$ cat config.mk
export PLATFORM = sky130hd
export DESIGN_NAME = apb_master_bridge
export DESIGN_NICKNAME = d
export VERILOG_FILES = /design/src/rtl/apb_pkg.sv /design/src/rtl/apb_timeout_counter.sv /design/src/rtl/apb_master_bridge.sv
export SDC_FILE = /design/constraint.sdc
export NUM_CORES = 1
export LEC_CHECK = 0
export ABC_AREA = 1
export BUFFER_PORTS_ARGS = -buffer_cell sky130_fd_sc_hd__buf_2
export CORE_MARGIN = 2
export CORE_UTILIZATION = 47
export DETAILED_ROUTE_END_ITERATION = 12
export PLACE_DENSITY = 0.8
export SLEW_MARGIN = 15
export SYNTH_ARGS = -nofsm -noshare
export SYNTH_HDL_FRONTEND = slang
export SYNTH_SLANG_ARGS = --single-unit
$ cat constraint.sdc
create_clock -name PCLK -period 1.7 [get_ports PCLK]
set_input_delay 0.34 -clock PCLK [delete_from_list [all_inputs] [get_ports PCLK]]
set_output_delay 0.34 -clock PCLK [all_outputs]
set_load 0.02 [all_outputs]
$ cat src/rtl/apb_pkg.sv
// Shared definitions for the APB requester bridge: FSM state encoding and default widths.
package apb_pkg;

  localparam int APB_DATA_WIDTH = 32;
  localparam int APB_ADDR_WIDTH = 32;
  localparam int APB_TMO_WIDTH  = 8;

  typedef enum logic [1:0] {
    ST_IDLE   = 2'd0,
    ST_SETUP  = 2'd1,
    ST_ACCESS = 2'd2,
    ST_RESP   = 2'd3
  } apb_master_state_e;

endpackage

$ cat src/rtl/apb_timeout_counter.sv
// Counts ACCESS wait cycles; expired flags that one more stalled cycle exhausts the budget.
module apb_timeout_counter #(
  parameter int WIDTH = 8
) (
  input  logic             PCLK,
  input  logic             PRESETn,
  input  logic             clear,
  input  logic             enable,
  input  logic [WIDTH-1:0] limit,
  output logic             expired
);

  logic [WIDTH-1:0] count;

  always_ff @(posedge PCLK or negedge PRESETn) begin
    if (!PRESETn) begin
      count <= '0;
    end else if (clear) begin
      count <= '0;
    end else if (enable) begin
      count <= count + WIDTH'(1);
    end
  end

  // The stall seen in this cycle is the one that brings the count to the limit.
  assign expired = (count == limit - WIDTH'(1));

endmodule

$ cat src/rtl/apb_master_bridge.sv
// Local command/response port to single-outstanding APB requester with wait-state timeout.
module apb_master_bridge
  import apb_pkg::*;
#(
  parameter int DATA_WIDTH     = APB_DATA_WIDTH,
  parameter int ADDR_WIDTH     = APB_ADDR_WIDTH,
  parameter int TIMEOUT_CYCLES = 16
) (
  input  logic                  PCLK,
  input  logic                  PRESETn,
  input  logic                  cmd_valid,
  output logic                  cmd_ready,
  input  logic                  cmd_write,
  input  logic [ADDR_WIDTH-1:0] cmd_addr,
  input  logic [DATA_WIDTH-1:0] cmd_wdata,
  output logic                  rsp_valid,
  input  logic                  rsp_ready,
  output logic [DATA_WIDTH-1:0] rsp_rdata,
  output logic                  rsp_err,
  output logic                  rsp_timeout,
  output logic                  PSEL,
  output logic                  PENABLE,
  output logic                  PWRITE,
  output logic [ADDR_WIDTH-1:0] PADDR,
  output logic [DATA_WIDTH-1:0] PWDATA,
  input  logic [DATA_WIDTH-1:0] PRDATA,
  input  logic                  PREADY,
  input  logic                  PSLVERR,
  output apb_master_state_e     dbg_state
);

  // Handshakes: a command transfers on a rising edge with cmd_valid && cmd_ready,
  // a response on a rising edge with rsp_valid && rsp_ready; rsp_* hold while rsp_valid && !rsp_ready.

  localparam logic [APB_TMO_WIDTH-1:0] TIMEOUT_LIMIT = APB_TMO_WIDTH'(TIMEOUT_CYCLES);

  apb_master_state_e state, next_state;

  logic                  wait_expired;
  logic                  accept;
  logic                  access_done;
  logic                  access_tmo;

  logic                  psel_d, penable_d, pwrite_d;
  logic [ADDR_WIDTH-1:0] paddr_d;
  logic [DATA_WIDTH-1:0] pwdata_d;
  logic                  rsp_valid_d, rsp_err_d, rsp_timeout_d;
  logic [DATA_WIDTH-1:0] rsp_rdata_d;

  assign cmd_ready   = (state == ST_IDLE) && PRESETn;
  assign dbg_state   = state;
  assign accept      = cmd_valid && (state == ST_IDLE);
  assign access_done = (state == ST_ACCESS) && PREADY;
  assign access_tmo  = (state == ST_ACCESS) && !PREADY && wait_expired;

  apb_timeout_counter #(
    .WIDTH (APB_TMO_WIDTH)
  ) u_wait_cnt (
    .PCLK    (PCLK),
    .PRESETn (PRESETn),
    .clear   (state == ST_SETUP),
    .enable  ((state == ST_ACCESS) && !PREADY),
    .limit   (TIMEOUT_LIMIT),
    .expired (wait_expired)
  );

  always_ff @(posedge PCLK or negedge PRESETn) begin : state_reg
    if (!PRESETn) begin
      state <= ST_IDLE;
    end else begin
      state <= next_state;
    end
  end

  always_comb begin : next_state_logic
    next_state = state;
    case (state)
      ST_IDLE:   if (cmd_valid) next_state = ST_SETUP;
      ST_SETUP:  next_state = ST_ACCESS;
      ST_ACCESS: if (PREADY || wait_expired) next_state = ST_RESP;
      ST_RESP:   if (rsp_ready) next_state = ST_IDLE;
      default:   next_state = ST_IDLE;
    endcase
  end

  // Output values are computed for the state being entered, then registered.
  always_comb begin : output_logic
    psel_d        = (next_state == ST_SETUP) || (next_state == ST_ACCESS);
    penable_d     = (next_state == ST_ACCESS);
    pwrite_d      = PWRITE;
    paddr_d       = PADDR;
    pwdata_d      = PWDATA;
    rsp_valid_d   = rsp_valid;
    rsp_rdata_d   = rsp_rdata;
    rsp_err_d     = rsp_err;
    rsp_timeout_d = rsp_timeout;
    if (accept) begin
      pwrite_d = cmd_write;
      paddr_d  = cmd_addr;
      pwdata_d = cmd_wdata;
    end
    if (access_done) begin
      rsp_valid_d   = 1'b1;
      rsp_rdata_d   = PWRITE ? '0 : PRDATA;
      rsp_err_d     = PSLVERR;
      rsp_timeout_d = 1'b0;
    end else if (access_tmo) begin
      rsp_valid_d   = 1'b1;
      rsp_rdata_d   = '0;
      rsp_err_d     = 1'b1;
      rsp_timeout_d = 1'b1;
    end
    if ((state == ST_RESP) && rsp_ready) begin
      rsp_valid_d = 1'b0;
    end
  end

  always_ff @(posedge PCLK or negedge PRESETn) begin : output_reg
    if (!PRESETn) begin
      PSEL        <= 1'b0;
      PENABLE     <= 1'b0;
      PWRITE      <= 1'b0;
      PADDR       <= '0;
      PWDATA      <= '0;
      rsp_valid   <= 1'b0;
      rsp_rdata   <= '0;
      rsp_err     <= 1'b0;
      rsp_timeout <= 1'b0;
    end else begin
      PSEL        <= psel_d;
      PENABLE     <= penable_d;
      PWRITE      <= pwrite_d;
      PADDR       <= paddr_d;
      PWDATA      <= pwdata_d;
      rsp_valid   <= rsp_valid_d;
      rsp_rdata   <= rsp_rdata_d;
      rsp_err     <= rsp_err_d;
      rsp_timeout <= rsp_timeout_d;
    end
  end

endmodule

# Word-level counts from Yosys, hierarchy flattened
# Cells that the tools add are included.
[word_totals]
register_bits = 112
in_bits = 103
output_inout_bits = 105
wordCells = 45
[classes]
addsub = 1
eq_ne = 6
mux = 14
n_reduce_logical = 13
[op_table]
columns = ["operator", "count"]
rows = [
  ["$mux W32", 3],
  ["$mux W8", 2],
  ["$add A8 B1 Y8 const B", 1],
  ["$eq A8 B4 Y1 const B", 1],
  ["$pmux W2 S4", 1],
  ["$eq A2 B2 Y1 const B", 3],
  ["$logic_and A1 B1 Y1", 6],
  ["$mux W2", 3],
  ["$mux W1", 5],
  ["$eq A2 B1 Y1 const B", 2],
  ["$reduce_bool A2 Y1", 2],
  ["$reduce_bool A3 Y1", 1],
  ["$logic_not A2 Y1", 1],
  ["$logic_or A1 B1 Y1", 2],
  ["$logic_not A1 Y1", 1],
]

# Depth between registers and ports, before layout
[depth]
depth_word = 6
mapped_depth = 9
depth_no_buf = 8

# By module
# Synthesis repeated with hierarchy kept, for this count alone.
[unflattened]
cells_unflattened = 636
hier_area_um2 = 5084.9
[by_module_without_submodules]
columns = ["module", "n_inst", "cells_per_inst", "area_per_inst_um2", "seq_area_each_um2"]
rows = [
  ["apb_master_bridge", 1, 521, 4365.4, 2602.5],
  ["apb_timeout_counter", 1, 115, 719.4, 200.2],
]

# Worst setup path after synthesis
# OpenSTA, ideal clock, no wires.
[synth_path]
path_type = "register to register"
from = "register state[0], in the netlist dbg_state[0]"
to = "register PSEL"
setup_time_ns = 0.113
arrival_ns = 1.449
t_required_ns = 1.587
path_slack_ns = 0.138
stages_incl_launch_ff = 9
path_cell_list = "dfrtp_1 nor2_2 nand2_1 buf_6 buf_6 nand4_1 inv_1 ha_1 inv_1"
[synth_via]
elab_chain_len = 4
word_cells_on_any_way = 11
classes_between = "eq/ne: 5; mux: 4; reduce/logical: 2"
[synth_rtl]
columns = ["element", "line_no", "rtl"]
rows = [
  ["from (decl)", "apb_master_bridge.sv:37", "apb_master_state_e state, next_state;"],
  ["from (signal assigned)", "apb_master_bridge.sv:71", "state <= next_state;"],
  ["$eq A2 B2 Y1 (tied with other cells)", "apb_master_bridge.sv:77", "case (state)"],
  ["$pmux W2 S4 *", "apb_master_bridge.sv:77", ""],
  ["via next_state[0]", "apb_master_bridge.sv:37", ""],
  ["$eq A2 B1 Y1 or $eq A2 B2 Y1 (tied branches)", "apb_master_bridge.sv:88", "psel_d = (next_state == ST_SETUP) || (next_state == ST_ACCESS);"],
  ["$logic_or A1 B1 Y1 *", "apb_master_bridge.sv:88", ""],
  ["via psel_d", "apb_master_bridge.sv:44", "logic psel_d, penable_d, pwrite_d;"],
  ["to (signal assigned)", "apb_master_bridge.sv:130", "PSEL <= psel_d;"],
  ["to (decl)", "apb_master_bridge.sv:21", "output logic PSEL,"],
]
# The timed path passes the listed nets; every way through them passes the cells marked *.
# A chain may end at the register's enable or synchronous reset.

# Worst setup path after layout
[layout_path]
from = "register state[1], in the netlist dbg_state[1]"
to = "output port cmd_ready"
[layout_via]
elab_chain_len = 2
[layout_rtl]
columns = ["element", "line_no", "rtl"]
rows = [
  ["$logic_not A2 Y1", "apb_master_bridge.sv:50", "assign cmd_ready = (state == ST_IDLE) && PRESETn;"],
  ["$logic_and A1 B1 Y1", "apb_master_bridge.sv:50", ""],
  ["to (decl)", "apb_master_bridge.sv:12", "output logic cmd_ready,"],
]
# Every way passes these cells.

==> metrics.md <==
| Metric | Value |
|---|---|
| Drc violations | 0 |
| Final setup fails | 0 |
| Mapped Cells | 379 |
| FF+latch count, synth | 112 |
| P_leak | 3.39 nW |
| Vias in the first global route | 3729 |
| Area grow syn2layout | 29.7% |
| Critical Path RT | 1.36 ns |
| Cell Area, Synth | 4700 um2 |
| Share of cells above drive strength 1 | 53.4% |
| Die area | 10800 um2 |
| Max IR drop VDD | 0.00113 V |
| Switching Fraction | 41.1% |
| Total Routing Usage GR | 21.3% |
| Synth area leader | dfrtp_1 |
| Die Span Y | 104 um |
| Core Box Area | 9730 um2 |
| Clock group share of total power | 13.0% |
| Antenna violations before repair | 0 |
| Final Util | 62.6% |
| Total CTS buffers | 9 |
| TritonRoute pass-1 iters | 4 |
| CP max FO | 2 |
| Fmax | 613 MHz |
| Critical Path Start Type | flop |
| Total wire length | 11300 um |
| Post-synthesis sequential area ratio | 59.7% |
| Worst Hold Class | in -> async |
| Post-route cell area | 6090 um2 |
| Largest net degree at the start of global routing | 113 |
| P_int | 6.79 mW |
| Sequential cell area | 2800 um2 |
| Syn_nets | 484 |
| # fillers | 825 |
| Status | finished, final reports clean |
| Placed Cells | 709 |
| Clock Latency Late Sink | 0.39 ns |
| Comb power frac | 47.5% |
| Post-synth EDFFs | 0 |
| Starting density of the core | 48.3% |
| Final Critical Period | 1.63 ns |
| Sequential share of power | 39.5% |
| Yosys warnings | 0 |
| Multi-input logic area | 1590 um2 |
| Antenna viol nets, final | 0 |
| Total gr overflow | 0 |
| Worst EP arrival | 1.29 ns |
| CTS tree | done |
| Via/cell ratio | 4.89 |
| Worst Skew | 0.00565 ns |
| PD cells | 1890 nW/um2 |
| Final non-filler cell total | 728 |
| Tcrit/Tclk final | 95.9% |
| Net count, final | 696 |
| Synth area leaders | dfrtp_1, mux2_4, mux2_2 |
| Psw | 4.73 mW |
| Pre-CTS WS | 0.177 ns |
| Number of diodes | 0 |
| Number of max-cap violations | 0 |
| Port bufs | 207 |
| Area after DPL | 5870 um2 |
| Die width | 104 um |
| Slew margin rel. | 61.3% |
| GPL Wtd Cong | 0.953 |
| Fraction of registers with async set/reset | 100% |
| Setup TNS | 0 ns |
| Yosys cell types | 23 |
| HPWL Detailed | 8150 um |
| Final hold slack | 0.0278 ns |
| Syn_area_per_cell | 12.4 um2 |
| Hold Vio Cnt, Final | 0 |
| Critical path class | reg -> out |
| Synth Flop Type | dfrtp_1 |
| Measured slew at the worst slew-check pin | 0.581 ns |
| Leading cell type in the layout, fill and taps excluded | buf_2 |
| PnR Total Power | 11.5 mW |
| Root buf cell | clkbuf_8 |
| # rows | 36 |
| Max-slew violation count | 0 |
| Synth top area share | 59.7% |
| Commonest non-fill, non-tap cells in the layout | buf_2, dfrtp_1, inv_1 |
| WL per Instance | 15.5 um |
| First-pass GRT wire length | 18300 um |
| Initial drt markers | 131 |
| Num ports | 208 |
| Bufs on Longest Clock Path | 2 |
| PnR worst setup slack | 0.0700 ns |
| CTS H-tree lvls | 3 |
| Worst setup EP type | output port |
| CTS sink cnt | 112 |
| Via count | 3559 |
| CTS clk-pin slew, worst paths | 0.10 ns |
-- sequential cells by signal, summed over array words and instances (netlist names) --
signal	count
PADDR	32
PENABLE	1
PSEL	1
PWDATA	32
PWRITE	1
dbg_state	2
rsp_err	1
rsp_rdata	32
rsp_timeout	1
rsp_valid	1
u_wait_cnt.count	8
-- cell type report --
class                   instances  area share, %
well taps                     133           2.73
clock buffers                   9           2.03
clock inverters                 6          0.884
inverters                      49           3.02
multi-input cells             200           26.1
repair buffers                219           19.3
flip-flops and latches        112           46.0
-- critical path, stage by stage, from the launching register on --
cell	delay, ns
dfrtp_1	0.40
buf_6	0.13
nor2_4	0.11
inv_2	0.04
nor2_1	0.08
buf_4	0.15
-- Yosys cell counts, types with 2 or more instances --
cell	instances
buf_6	8
nand2_1	31
nand3_1	44
o21ai_2	11
mux2_4	39
nor2_2	2
nand4_1	3
mux2_2	26
o21ai_1	20
inv_1	48
dfrtp_1	112
nor2_1	12
o21ai_0	5
ha_1	2
buf_2	8
-- per-layer routing --
layer  wire length (um)  GRT usage (%)  vias up
met5                  0              0        -
met4                352           9.07        0
met3                641           7.14       27
met2               5820           35.1      129
met1               4440           25.6     1730
li1                   -              -     1673
-- power by group through the flow --
| stage | sequential [mW] | clock [mW] | combinational (mW) |
|---|---|---|---|
| after global routing | 4.70 | 1.66 | 5.84 |
| final | 4.55 | 1.50 | 5.48 |
| after global placement | 4.51 | 0 | 5.30 |
| after CTS | 4.55 | 1.55 | 5.48 |
| after detailed placement | 4.58 | 0 | 5.44 |
| after floorplan | 6.01 | 0 | 2.14 |
-- final timing paths --
| path | startpoint | endpoint | slack, ns | cells past startpoint |
|---|---|---|---|---|
| worst min-delay path | PRESETn | PADDR[3]$_DFFE_PN0P_ | 0.03 | 2 |
| worst min register to register | rsp_valid$_DFFE_PN0P_ | rsp_valid$_DFFE_PN0P_ | 0.50 | 2 |
| min in group PCLK | cmd_wdata[17] | PWDATA[17]$_DFFE_PN0P_ | 0.17 | 2 |
| max in group asynchronous | PRESETn | PWDATA[9]$_DFFE_PN0P_ | 1.25 | 2 |
| worst max-delay path | dbg_state[1]$_DFF_PN0_ | cmd_ready | 0.07 | 5 |
| worst max register to register | dbg_state[1]$_DFF_PN0_ | rsp_rdata[0]$_DFFE_PN0P_ | 0.15 | 7 |
-- timing repair --
action,in CTS,in global routing
setup endpoints to repair,1,1
hold buffers,0,0
setup buffers,1,3
resized for setup,2,3
pin swaps,0,1
-- logic make-up after synthesis --
kind of cell,after synthesis,synth area share (%)
simple gates,96,9.41
fa+ha+maj,2,0.533
mux,65,18.7
buf+inv,67,6.85
compound gates,37,4.82
flops,112,59.7
No activity file was read; power rests on OpenSTA's default activity.
